==> src/rtl/instr_encoder.sv <==
// -----------------------------------------------------------------------------
// instr_encoder
// Turns the core's 6-bit internal op code plus register/immediate fields into a
// 32-bit RV32I instruction word. Legal words go into a DEPTH-entry output FIFO.
// Each popped word gets its byte address from a counter that starts at
// BASE_ADDR and steps by 4 per pop.
//
// Parameters:
//   DEPTH      output FIFO entries (power of two, >= 2)
//   BASE_ADDR  address carried by the first word popped after reset
//
// Ports:
//   clk, rst_n           clock, asynchronous active-low reset
//   in_valid/in_ready    request handshake (in_ready registered: count < DEPTH)
//   in_op, in_rs1/2, rd  internal op code and register fields
//   in_imm               full-value immediate (shift amount in [4:0])
//   out_valid/out_ready  encoded word handshake
//   out_instr, out_addr  encoded word and its byte address
//   err_illegal          one-cycle pulse after an illegal request is accepted
//   illegal_cnt          saturating count of accepted illegal requests
//
// Build option:
//   ENC_RANGE_CHECK_EN   when defined, an immediate that does not fit its field
//                        makes the request illegal. Otherwise the immediate is
//                        truncated to the field bits.
// -----------------------------------------------------------------------------
module instr_encoder #(
    parameter int unsigned DEPTH     = 4,
    parameter logic [31:0] BASE_ADDR = 32'h0
) (
    input  logic        clk,
    input  logic        rst_n,
    input  logic        in_valid,
    output logic        in_ready,
    input  logic [5:0]  in_op,
    input  logic [4:0]  in_rs1,
    input  logic [4:0]  in_rs2,
    input  logic [4:0]  in_rd,
    input  logic [31:0] in_imm,
    output logic        out_valid,
    input  logic        out_ready,
    output logic [31:0] out_instr,
    output logic [31:0] out_addr,
    output logic        err_illegal,
    output logic [7:0]  illegal_cnt
);

    localparam int unsigned PTR_W = (DEPTH > 1) ? $clog2(DEPTH) : 1;
    localparam int unsigned CNT_W = PTR_W + 1;

    localparam logic [6:0] OPC_ALU_REG = 7'b0110011;
    localparam logic [6:0] OPC_ALU_IMM = 7'b0010011;
    localparam logic [6:0] OPC_LOAD    = 7'b0000011;
    localparam logic [6:0] OPC_STORE   = 7'b0100011;
    localparam logic [6:0] OPC_BRANCH  = 7'b1100011;
    localparam logic [6:0] OPC_JALR    = 7'b1100111;
    localparam logic [6:0] OPC_JAL     = 7'b1101111;
    localparam logic [6:0] OPC_AUIPC   = 7'b0010111;
    localparam logic [6:0] OPC_LUI     = 7'b0110111;

    logic [2:0]       w_f3;
    logic [31:0]      w_instr;
    logic             w_bad_op;
    logic             w_illegal;
    logic             w_accept;
    logic             w_push;
    logic             w_pop;
    logic [CNT_W-1:0] w_cnt_nxt;
    logic [PTR_W-1:0] w_rd_ptr_nxt;
    logic [31:0]      w_head_nxt;

    logic [31:0]      r_mem [DEPTH];
    logic [PTR_W-1:0] r_wr_ptr;
    logic [PTR_W-1:0] r_rd_ptr;
    logic [CNT_W-1:0] r_cnt;
    logic             r_in_ready;
    logic             r_out_valid;
    logic [31:0]      r_out_instr;
    logic [31:0]      r_addr;
    logic             r_err;
    logic [7:0]       r_ill_cnt;

    assign w_f3 = in_op[2:0];

    // Op decode, field placement and op/funct3/alignment legality.
    always_comb begin
        w_instr  = '0;
        w_bad_op = 1'b0;
        if (in_op[3]) begin
            if (in_op[5]) begin
                w_instr  = {1'b0, in_op[4], 5'b0, in_rs2, in_rs1, w_f3, in_rd, OPC_ALU_REG};
                w_bad_op = in_op[4] && (w_f3 != 3'b000) && (w_f3 != 3'b101);
            end else begin
                w_bad_op = in_op[4] && (w_f3 != 3'b101);
                if ((w_f3 == 3'b001) || (w_f3 == 3'b101)) begin
                    w_instr = {1'b0, in_op[4], 5'b0, in_imm[4:0], in_rs1, w_f3, in_rd, OPC_ALU_IMM};
                end else begin
                    w_instr = {in_imm[11:0], in_rs1, w_f3, in_rd, OPC_ALU_IMM};
                end
            end
        end else if (in_op[4]) begin
            if (in_op[5]) begin
                w_instr  = {in_imm[11:5], in_rs2, in_rs1, w_f3, in_imm[4:0], OPC_STORE};
                w_bad_op = (w_f3 > 3'b010);
            end else begin
                w_instr  = {in_imm[11:0], in_rs1, w_f3, in_rd, OPC_LOAD};
                w_bad_op = (w_f3 == 3'b011) || (w_f3 == 3'b110) || (w_f3 == 3'b111);
            end
        end else if (in_op[5]) begin
            w_instr  = {in_imm[12], in_imm[10:5], in_rs2, in_rs1, w_f3,
                        in_imm[4:1], in_imm[11], OPC_BRANCH};
            w_bad_op = (w_f3 == 3'b010) || (w_f3 == 3'b011) || in_imm[0];
        end else begin
            // op[5:3] == 000: jumps, upper-immediate ops and the all-zero NOP
            case (w_f3)
                3'b100:  w_instr = {in_imm[11:0], in_rs1, 3'b000, in_rd, OPC_JALR};
                3'b101: begin
                    w_instr  = {in_imm[20], in_imm[10:1], in_imm[11], in_imm[19:12], in_rd, OPC_JAL};
                    w_bad_op = in_imm[0];
                end
                3'b010:  w_instr = {in_imm[31:12], in_rd, OPC_AUIPC};
                3'b110:  w_instr = {in_imm[31:12], in_rd, OPC_LUI};
                3'b000:  w_instr = '0;
                default: w_bad_op = 1'b1;
            endcase
        end
    end

`ifdef ENC_RANGE_CHECK_EN
    logic w_fit12;
    logic w_fit13;
    logic w_fit21;
    logic w_bad_rng;

    // Signed-field fit: every bit above the field's sign bit copies the sign.
    assign w_fit12 = (in_imm[31:11] == {21{in_imm[11]}});
    assign w_fit13 = (in_imm[31:12] == {20{in_imm[12]}});
    assign w_fit21 = (in_imm[31:20] == {12{in_imm[20]}});

    // Immediate range check, chosen by the same op classes as the encoder.
    always_comb begin
        w_bad_rng = 1'b0;
        if (in_op[3]) begin
            if (!in_op[5]) begin
                if ((w_f3 == 3'b001) || (w_f3 == 3'b101)) begin
                    w_bad_rng = (in_imm[31:5] != 27'd0);
                end else begin
                    w_bad_rng = !w_fit12;
                end
            end
        end else if (in_op[4]) begin
            w_bad_rng = !w_fit12;
        end else if (in_op[5]) begin
            w_bad_rng = !w_fit13;
        end else begin
            case (w_f3)
                3'b100:         w_bad_rng = !w_fit12;
                3'b101:         w_bad_rng = !w_fit21;
                3'b010, 3'b110: w_bad_rng = (in_imm[11:0] != 12'd0);
                default:        w_bad_rng = 1'b0;
            endcase
        end
    end

    assign w_illegal = w_bad_op || w_bad_rng;
`else
    assign w_illegal = w_bad_op;
`endif

    assign w_accept = in_valid && r_in_ready;
    assign w_push   = w_accept && !w_illegal;
    assign w_pop    = r_out_valid && out_ready;

    always_comb begin
        w_cnt_nxt = r_cnt;
        if (w_push && !w_pop) begin
            w_cnt_nxt = r_cnt + CNT_W'(1);
        end else if (!w_push && w_pop) begin
            w_cnt_nxt = r_cnt - CNT_W'(1);
        end
    end

    assign w_rd_ptr_nxt = w_pop ? (r_rd_ptr + PTR_W'(1)) : r_rd_ptr;

    // The next head is the word being written now when it lands in the head slot.
    assign w_head_nxt = (w_push && (r_wr_ptr == w_rd_ptr_nxt)) ? w_instr : r_mem[w_rd_ptr_nxt];

    // FIFO storage needs no reset; the count and pointers define which slots are valid.
    always_ff @(posedge clk) begin
        if (w_push) begin
            r_mem[r_wr_ptr] <= w_instr;
        end
    end

    // FIFO control, output register, address counter and illegal tracking.
    always_ff @(posedge clk or negedge rst_n) begin
        if (!rst_n) begin
            r_wr_ptr    <= '0;
            r_rd_ptr    <= '0;
            r_cnt       <= '0;
            r_in_ready  <= 1'b0;
            r_out_valid <= 1'b0;
            r_out_instr <= '0;
            r_addr      <= BASE_ADDR;
            r_err       <= 1'b0;
            r_ill_cnt   <= '0;
        end else begin
            if (w_push) begin
                r_wr_ptr <= r_wr_ptr + PTR_W'(1);
            end
            r_rd_ptr    <= w_rd_ptr_nxt;
            r_cnt       <= w_cnt_nxt;
            r_in_ready  <= (w_cnt_nxt < CNT_W'(DEPTH));
            r_out_valid <= (w_cnt_nxt != '0);
            if (w_cnt_nxt != '0) begin
                r_out_instr <= w_head_nxt;
            end
            if (w_pop) begin
                r_addr <= r_addr + 32'd4;
            end
            r_err <= w_accept && w_illegal;
            if (w_accept && w_illegal && (r_ill_cnt != 8'hFF)) begin
                r_ill_cnt <= r_ill_cnt + 8'd1;
            end
        end
    end

    assign in_ready    = r_in_ready;
    assign out_valid   = r_out_valid;
    assign out_instr   = r_out_instr;
    assign out_addr    = r_addr;
    assign err_illegal = r_err;
    assign illegal_cnt = r_ill_cnt;

endmodule

==> config.mk <==
export PLATFORM = sky130hd
export DESIGN_NAME = instr_encoder
export DESIGN_NICKNAME = d
export VERILOG_FILES = /design/src/rtl/instr_encoder.sv
export SDC_FILE = /design/constraint.sdc
export NUM_CORES = 1
export LEC_CHECK = 0
export CAP_MARGIN = 15
export CORE_UTILIZATION = 49
export CTS_CLUSTER_SIZE = 16
export DETAILED_ROUTE_END_ITERATION = 8
export GPL_TIMING_DRIVEN = 0
export PLACE_DENSITY = 0.86
export SLEW_MARGIN = 20
export SYNTH_ARGS = -nofsm -noshare
export SYNTH_HDL_FRONTEND = slang
export SYNTH_SLANG_ARGS = --single-unit
==> constraint.sdc <==
create_clock -name clk -period 2.5 [get_ports clk]
set_clock_uncertainty 0.05 [all_clocks]
set_input_delay 0.625 -clock clk [delete_from_list [all_inputs] [get_ports clk]]
set_output_delay 0.625 -clock clk [all_outputs]
set_load 0.02 [all_outputs]
==> run metrics, run 1 <==
status=complete, but fails checks; failing checks=DRC; number of global-route vias before repair=6263; maximum vdd drop=about 0.00068 V; Slew HR=between 40% and 50%; crit path from=in_op[3]; Static Leak=approximately 4.7 nW; IO buf count=127; area of the multi-input gates=3475 um^2; final hold vios=0; slowest CP cell=a311oi_4; final net count=approximately 850; Setup crit end kind=register; IO Pins=roughly 130; critical path arrival=approximately 2.8 ns; Worst Hold Class=reg -> reg; drc violations=9; top cells by area, synth=edfxtp_1 40%, dfrtp_1 21%, mux4_2 7.6%; Die W=139.2 um; Core Area=between 15000 and 20000 um^2; WS Path Type=in -> reg; Worst-path clk slew=0.06 ns; Worst setup SP type=input port; layout cells sized above 1=between 20 and 30%; clk_lat worst skew=0.50 ns; crit path buf inv count=5; final wirelength=~21000 um; RSZ-0062 raised after global routing=no; fmax=just over 400 MHz; first drt pass iteration count=7; GR Util All Layers=between 20 and 25%; dpl hpwl=approximately 13000 um; Netlist Area Pre-Place=about 9000 um^2; Congestion Overflow GR=0; Worst-Margin Slew=between 0.8 and 0.9 ns; Register Area=~5700 um^2; largest area contributor in the netlist=edfxtp_1; Area growth syn-to-layout=31.96%; DRT iter0 DRCs=~540; Synth top area share=approximately 40%; die area=between 15000 and 20000 um^2; Clock Tree Buf Depth=3; ys flop type=edfxtp_1; Routability Congestion=0.8709; CP Max Fanout=10; Avg Cell Area, Syn=15.39 um^2; Root Driver=clkbuf_16; WP data required=about 2.8 ns; CTS tree=done; EDFF count, synth=approximately 120; crit share post-route=between 90 and 100%; first-pass GRT wire length=roughly 34000 um; sequential fraction of the synthesis area=about three fifths; FF+latch count, synth=~200; largest net degree at the start of global routing=slightly below 60; Max-Cap Viols=0; Rows=49; vias=roughly 6000; filler cell count=approximately 1200; Via-to-Cell Ratio=about 5.9; reg2reg setup slack=0.08 ns; Synth cell types=60; hold_ws=0.4196 ns; cells along the critical path=clkbuf_4 > buf_8 > a311oi_4 > a2bb2oi_4 > buf_12 > and2_4 > buf_12 > nand2_4 > buf_6 > mux2_2 > mux2_4; Post-DRT Antenna Nets=0; DR WL/cell=20.81 um; PD cells=about 1200 nW/um^2; Post-synth ARST share=around two fifths; min Tclk post-route=roughly 2.5 ns; cell count after synthesis=599; cts bufs inserted=21; Initial Util=50.64%; n_diodes=0; final setup vio count=0; most frequent CP cell=buf_12; Top Family by Delay on Critical Path=buffers and inverters; initial antenna violation count=0; Sink Count=around 200; slowest stage delay, CP=approximately 0.38 ns; reg2reg start=out_valid; H-tree lvl count=1; Final Max Slew Viols=0; Synth Warn #=0; HP Start=out_addr[31]; Die Y=139.2 um; total power=14.16 mW
## synth_stat cells, types with 3 or more instances
cell / instances
nand4_1: 6
inv_1: 11
a31oi_1: 5
a21oi_1: 5
o21ai_0: 17
nand3_1: 27
ha_1: 8
and3_1: 14
a32oi_1: 5
mux2_4: 29
xor2_1: 12
nor2b_1: 10
or2_2: 3
clkbuf_1: 12
mux2_2: 34
nor2_1: 11
buf_2: 10
edfxtp_1: 124
and2_1: 3
dfrtp_1: 79
or3_1: 3
o211ai_1: 6
a22o_1: 9
mux4_2: 31
buf_6: 7
nand2_1: 41
a22oi_1: 5
xnor2_1: 29
nor3_1: 6
buf_4: 3
## routing by layer
layer | GRT usage, % | wire length (um)
met1 | 27.72 | 8419
met2 | 38.86 | 10620
met3 | 4.316 | 1511
met4 | 9.825 | 797
met5 | 0 | 0
## cell type report
cell class | count | share of cell area, %
inverters | 11 | 0.3394
flip-flops and latches | 203 | 46.86
well taps | 229 | 2.355
repair buffers | 159 | 13.73
clock inverters | 10 | 0.8741
clock buffers | 28 | 4.700
multi-input cells | 354 | 28.56
plain buffers | 32 | 2.581
## repair_timing
item / 4_1_cts / 5_1_grt
buffers inserted: 24 / 2
hold endpoints to repair: 4 / 0
resized for setup: 65 / 17
gates cloned: 4 / 1
pin swaps: 12 / 4
hold buffers: 1 / 0
setup endpoints to repair: 216 / 14
## state kept, by name, summed over array words and instances (netlist names), 2 cells and up
register     cells
out_addr        30
r_rd_ptr         2
r_mem          124
out_instr       31
illegal_cnt      8
r_wr_ptr         2
r_cnt            3
## placed cells by master (no fill, tap or decap), types with 11 or more instances in the layout
cell type and count:
clkbuf_1 12, nand2_1 39, edfxtp_1 124, dfrtp_1 78, nor2_1 11, xor2_1 11
o21ai_0 16, nand3_1 26, buf_4 23, mux2_4 30, xnor2_1 29, mux2_2 33
clkbuf_16 22, clkdlybuf4s50_1 120, mux4_2 31
## report_power, final
group	total, mW	internal [mW]	switching, mW
Clock	3.08	1.82	1.26
Sequential	4.68	4.28	0.404
Combinational	6.39	3.75	2.64
## kinds of logic after synthesis
family                   after synthesis  synth area share, %
flip-flops                           203                61.83
buffers and inverters                 44                2.619
multiplexers                          95                16.57
adder cells (fa/ha/maj)                8                1.086
XOR/XNOR                              42                4.071
AND/OR/NAND/NOR                      138                7.912
other                                  1              0.04067
AO/OA/AOI/OAI                         68                5.876
## worst paths after layout
kind / endpoint / cells after the start
setup / recovery: out_instr[29] / 11
hold / removal: out_addr[31] / 1
setup reg to reg: out_instr[20] / 8
hold reg to reg: out_addr[31] / 1
max in group asynchronous: r_cnt[0] / 3
min in group asynchronous: out_instr[10] / 2
## through the flow
step	worst slack, ns	std cells	utilization (%)	cell area [um^2]	setup TNS (ns)
finish	0.03892	1026	66.82	12170	0
global route	0.01191	1026	66.82	12170	0
CTS	0.004639	1023	66.45	12100	0
detailed placement	-1.102	957	59.82	10890	-223.92
global placement	-2.287	956	59.68	10870	-381.13
floorplan	-0.06164	600	-	9309	-1.756
Note: power is estimated with default switching activity, not from simulation.
==> run 2, diff against run 1 <==
- SETUP_SLACK_MARGIN: not set -> 0.2
==> run metrics, run 2 (synthesis gave the netlist of run 1 again) <==
Area growth syn-to-layout=35.76%; die area=roughly 19000 um^2; Routability Congestion=a little under 0.9; Sw Pwr=roughly 4.6 mW; hold_buf cts=0; Comb power frac=46.7%; WS Path Type=in -> reg; maximum vdd drop=about 0.00089 V; Setup TNS Final=0 ns; DRT iter0 DRCs=around 490; Setup crit end kind=register; CTS tree=done; Rows=between 40 and 50; Die W=between 100 and 150 um; first drt pass iteration count=7; final wirelength=roughly 23000 um; Slew HR=between 40% and 50%; total power=15.23 mW; Worst Hold Class=in -> async; n_diodes=0; WP data required=~2.8 ns; Static Leak=a little over 5 nW; final net count=860; cts bufs inserted=21; Die Y=~140 um; pre-CTS setup slack=-1.113 ns; Root Driver=clkbuf_16; Reg with most FFs=r_mem; largest net degree at the start of global routing=between 40 and 50; IO Pins=roughly 130; status=complete, but fails checks; min Tclk post-route=between 2 and 2.5 ns; Max-Cap Viols=0; final hold vios=0; final setup vio count=0; clk_lat worst skew=0.49 ns; Post-DRT Antenna Nets=0; number of global-route vias before repair=between 6000 and 7000; vias=6176; first-pass GRT wire length=35380 um; Sink Count=around 200; fmax=between 400 and 500 MHz; Initial Util=roughly half; GR Util All Layers=a little under a quarter; Congestion Overflow GR=0; most frequent cells in the layout=124 x edfxtp_1, 116 x clkdlybuf4s50_1, 78 x dfrtp_1, 45 x mux2_4, 38 x nand2_1; H-tree lvl count=1; RSZ-0062 raised after global routing=yes; P_int=~11 mW; dpl hpwl=between 10000 and 15000 um; CP Max Fanout=8; Worst-Margin Slew=approximately 0.9 ns; crit share post-route=99.35%; layout cells sized above 1=between 30% and 40%; Worst setup SP type=input port; clock share of power=~22%; PnR worst setup slack=between 0.015 and 0.02 ns; commonest non-fill, non-tap cell in the layout=edfxtp_1; Net Sw Frac=between 30% and 40%; Via-to-Cell Ratio=~6; IO buf count=approximately 130; critical path arrival=between 2 and 3 ns; Worst-path clk slew=approximately 0.06 ns; Core Area=~18000 um^2; filler cell count=approximately 1100; DR WL/cell=22.01 um; Final Max Slew Viols=0; Largest register FFs=124; PD cells=between 1000 and 1500 nW/um^2; drc violations=5; Reg power frac=between 30% and 40%; failing checks=DRC; Clock Tree Buf Depth=3; initial antenna violation count=0; Core Util, Final=68.74%
==> run 2: cell types whose count changed in the layout (fill, tap and decap cells not counted), moves of 3 or more <==
cell,before,now
buf_12,7,15
buf_4,23,31
bufinv_16,2,5
clkbuf_1,12,5
clkbuf_2,2,6
clkdlybuf4s50_1,120,116
clkinv_2,2,5
dlymetal6s2s_1,0,4
mux2_2,33,19
mux2_4,30,45
==> run 2: worst paths after layout <==
check	start	endpoint	slack [ns]	cells after the start
worst max-delay path	in_op[1]	out_instr[10]	0.02	14
worst min register to register	out_addr[31]	out_addr[31]	0.41	1
worst min-delay path	rst_n	out_instr[17]	0.08	1
worst max register to register	out_valid	out_instr[22]	0.05	9
max in group asynchronous	rst_n	r_cnt[0]	1.68	2
min in group clk	out_addr[31]	out_addr[31]	0.41	1
==> run 2: final cells by class <==
type / instances / area (um^2) / share of cell area (%)
plain buffers: 33 / 374.1 / 2.989
clock inverters: 12 / 186.4 / 1.489
repair buffers: 172 / 1833 / 14.64
inverters: 11 / 41.29 / 0.3299
flip-flops and latches: 203 / 5702 / 45.55
well taps: 229 / 286.5 / 2.289
multi-input cells: 353 / 3523 / 28.15
clock buffers: 25 / 570.5 / 4.558
==> run 2: metrics by stage <==
stage,hold slack (ns),cells,area [um^2]
6_report,0.07560,1038,12520
5_1_grt,0.1288,1038,12520
2_1_floorplan,0.2794,600,9320
3_5_place_dp,0.4152,957,10900
4_1_cts,0.09419,1031,12330
3_3_place_gp,0.4042,956,10880
==> run 2: power by group through the flow <==
stage	registers, mW	clock network (mW)	logic, mW
2_1_floorplan	5.09	0	3.54
3_3_place_gp	4.70	0	5.42
3_5_place_dp	4.73	0	5.56
4_1_cts	4.69	3.45	6.87
5_1_grt	4.77	3.56	7.46
6_report	4.71	3.41	7.11
==> run 2: repair_timing <==
item / in CTS / in global routing
resized for setup: 93 / 29
setup buffers: 31 / 6
setup endpoints to repair: 270 / 162
gates cloned: 6 / 1
pin swaps: 12 / 5
==> run 2: critical path, stage by stage <==
cell and delay, ns:
buf_8 0.10, buf_8 0.13, nor2b_4 0.13, nor3b_4 0.26
a2bb2oi_4 0.19, buf_12 0.14, and2_4 0.14, buf_6 0.12
o32ai_4 0.09, o21bai_4 0.17, buf_12 0.15, buf_12 0.12
buf_12 0.12, mux2_4 0.30
==> run 2: per-layer routing <==
metal  track usage [%]  wire (um)
met5                 0          0
met1             28.93       8719
met4             10.53        912
met2             41.25      11720
met3             4.454       1494
==> run 3, diff against run 2 <==
- CORE_UTILIZATION: 49 -> 50
- CTS_BUF_LIST: not set -> sky130_fd_sc_hd__clkbuf_16
- PLACE_DENSITY: 0.86 -> 0.84
- REMOVE_ABC_BUFFERS: not set -> 1
- clock period: 2.5 -> 2.4 ns (I/O delays scaled with it)
==> run metrics, run 3 (synthesis gave the netlist of run 1 again) <==
DP Area=between 10000 and 15000 um^2; failing checks=setup timing; CP Max Fanout=7; GR Util All Layers=between 20% and 30%; Worst-Margin Slew=~0.8 ns; Sw Pwr=a little over 5 mW; Initial Util=between 50 and 60%; dpl hpwl=between 10000 and 15000 um; Root Driver=clkbuf_16; Setup crit end kind=register; layout cells sized above 1=between 20 and 30%; slowest stage delay, CP=0.38 ns; Post-DRT Antenna Nets=0; Die Y=about 140 um; n_diodes=0; fmax=approximately 420 MHz; DRT iter0 DRCs=around 460; Rows=49; Static Leak=roughly 5.3 nW; commonest non-fill, non-tap cell in the layout=edfxtp_1; first drt pass iteration count=5; P_int=around 11 mW; cts bufs inserted=21; drc violations=0; WS Path Type=in -> reg; die area=between 15000 and 20000 um^2; IO Pins=132; Via-to-Cell Ratio=6.040; clock share of power=between 20% and 30%; status=complete, but fails checks; vias=between 6000 and 7000; clk_lat worst skew=0.51 ns; cells on worst reg2reg path=7; M1 WL=9660 um; CTS tree=done; Worst Hold Class=reg -> reg; Comb power frac=48.7%; first-pass GRT wire length=34740 um; Clock Tree Buf Depth=3; Core Area=18020 um^2; maximum vdd drop=between 0.0006 and 0.0007 V; Area growth syn-to-layout=36.55%; Setup TNS Final=-0.01209 ns; final net count=849; routed length on met2=between 10000 and 15000 um; RSZ-0062 raised after global routing=yes; Sink Count=roughly 200; Net Sw Frac=a little under a third; PnR worst setup slack=-0.005081 ns; PD cells=1257 nW/um^2; H-tree lvl count=1; number of global-route vias before repair=6167; slowest CP cell=a311oi_4; largest net degree at the start of global routing=55; WL met3=about 1400 um; most frequent cells in the layout=124 x edfxtp_1, 90 x clkdlybuf4s50_1, 78 x dfrtp_1, 50 x mux2_4, 39 x nand2_1; Routability Congestion=around 0.86; Slew HR=about half; cells along the critical path=buf_16 > and2b_2 > a311oi_4 > a2bb2oi_4 > buf_6 > o211ai_1 > nand2_1 > o21bai_4 > buf_12 > clkbuf_16 > mux2_4; Die W=approximately 140 um; DR WL/cell=24.04 um; Reg with most FFs=r_mem; final hold vios=0; DR top layer=met4; final setup vio count=4; initial antenna violation count=0; design area=12590 um^2; critical path arrival=around 2.8 ns; Reg power frac=31.0%; WP data required=2.74 ns; Final Max Slew Viols=0; Worst-path clk slew=approximately 0.060 ns; crit share post-route=100.2%; IO buf count=between 100 and 150; Congestion Overflow GR=0; final wirelength=24710 um; min Tclk post-route=approximately 2.4 ns; Worst setup SP type=input port; worst hold stages=1; Max-Cap Viols=0; Largest register FFs=~120
-- run 3: changes by cell type in the layout (fill, tap and decap cells not counted), sizes merged, moves of 2 or more --
cell	before	now
bufinv	5	2
clkdlybuf4s50	116	90
nand2	42	45
clkdlybuf4s15	2	0
inv	11	19
buf	65	61
clkbuf	43	29
dlygate4sd2	0	10
dlymetal6s2s	4	21
-- run 3: timing repair --
action,in CTS,in global routing
cloned,5,6
gates resized for setup,109,52
hold endpoints to repair,14,0
endpoints found under the setup margin,315,60
setup buffers,35,8
pin swaps,13,9
hold buffers,1,0
-- run 3: final timing paths --
kind                              startpoint       endpoint  slack (ns)
worst max register to register   r_rd_ptr[0]   out_instr[1]        0.04
worst min register to register  out_addr[31]   out_addr[31]        0.41
min in group asynchronous              rst_n  out_instr[17]        0.54
worst max-delay path                in_op[0]  out_instr[16]      -0.005
worst min-delay path            out_addr[31]   out_addr[31]        0.41
max in group asynchronous              rst_n       r_cnt[0]        1.11
-- run 3: power by group through the flow --
stage	Combinational, mW	Clock (mW)	Sequential (mW)
after floorplan	3.40	0	5.31
after global placement	5.16	0	4.89
after detailed placement	5.92	0	4.95
after CTS	7.18	3.24	4.88
after global routing	8.07	3.38	4.97
final	7.70	3.22	4.90
-- run 3: critical path, delay by kind of cell --
family / cells / cell delay [ns]
compound gates: 4 / 0.87
buf+inv: 4 / 0.60
mux: 1 / 0.30
simple gates: 2 / 0.35
-- run 3: through the flow --
stage	utilization, %	power, mW	worst slack [ns]	cells	hold WS [ns]
final	69.85	15.82	-0.005081	1028	0.4125
after global routing	69.85	16.42	-0.01682	1028	0.4341
after CTS	67.82	15.29	0.07391	1014	0.4232
after detailed placement	60.55	10.87	-1.777	935	0.4177
after global placement	58.82	10.05	-2.970	925	0.4069
after floorplan	-	8.709	-1.535	567	0.2544
-- run 3: layout make-up --
cell class	count	area, um^2
inverter	11	41.29
multi-input combinational	357	3650
tap	229	286.5
sequential	203	5702
timing repair buffer	190	2237
clock buffer	22	550.5
fill	1076	5435
clock inverter	16	122.6
-- run 3: routing by layer --
layer,vias up,GRT usage (%)
met2,283,43.55
met5,-,0
met1,3208,31.34
met3,59,3.348
li1,2659,-
met4,0,8.092
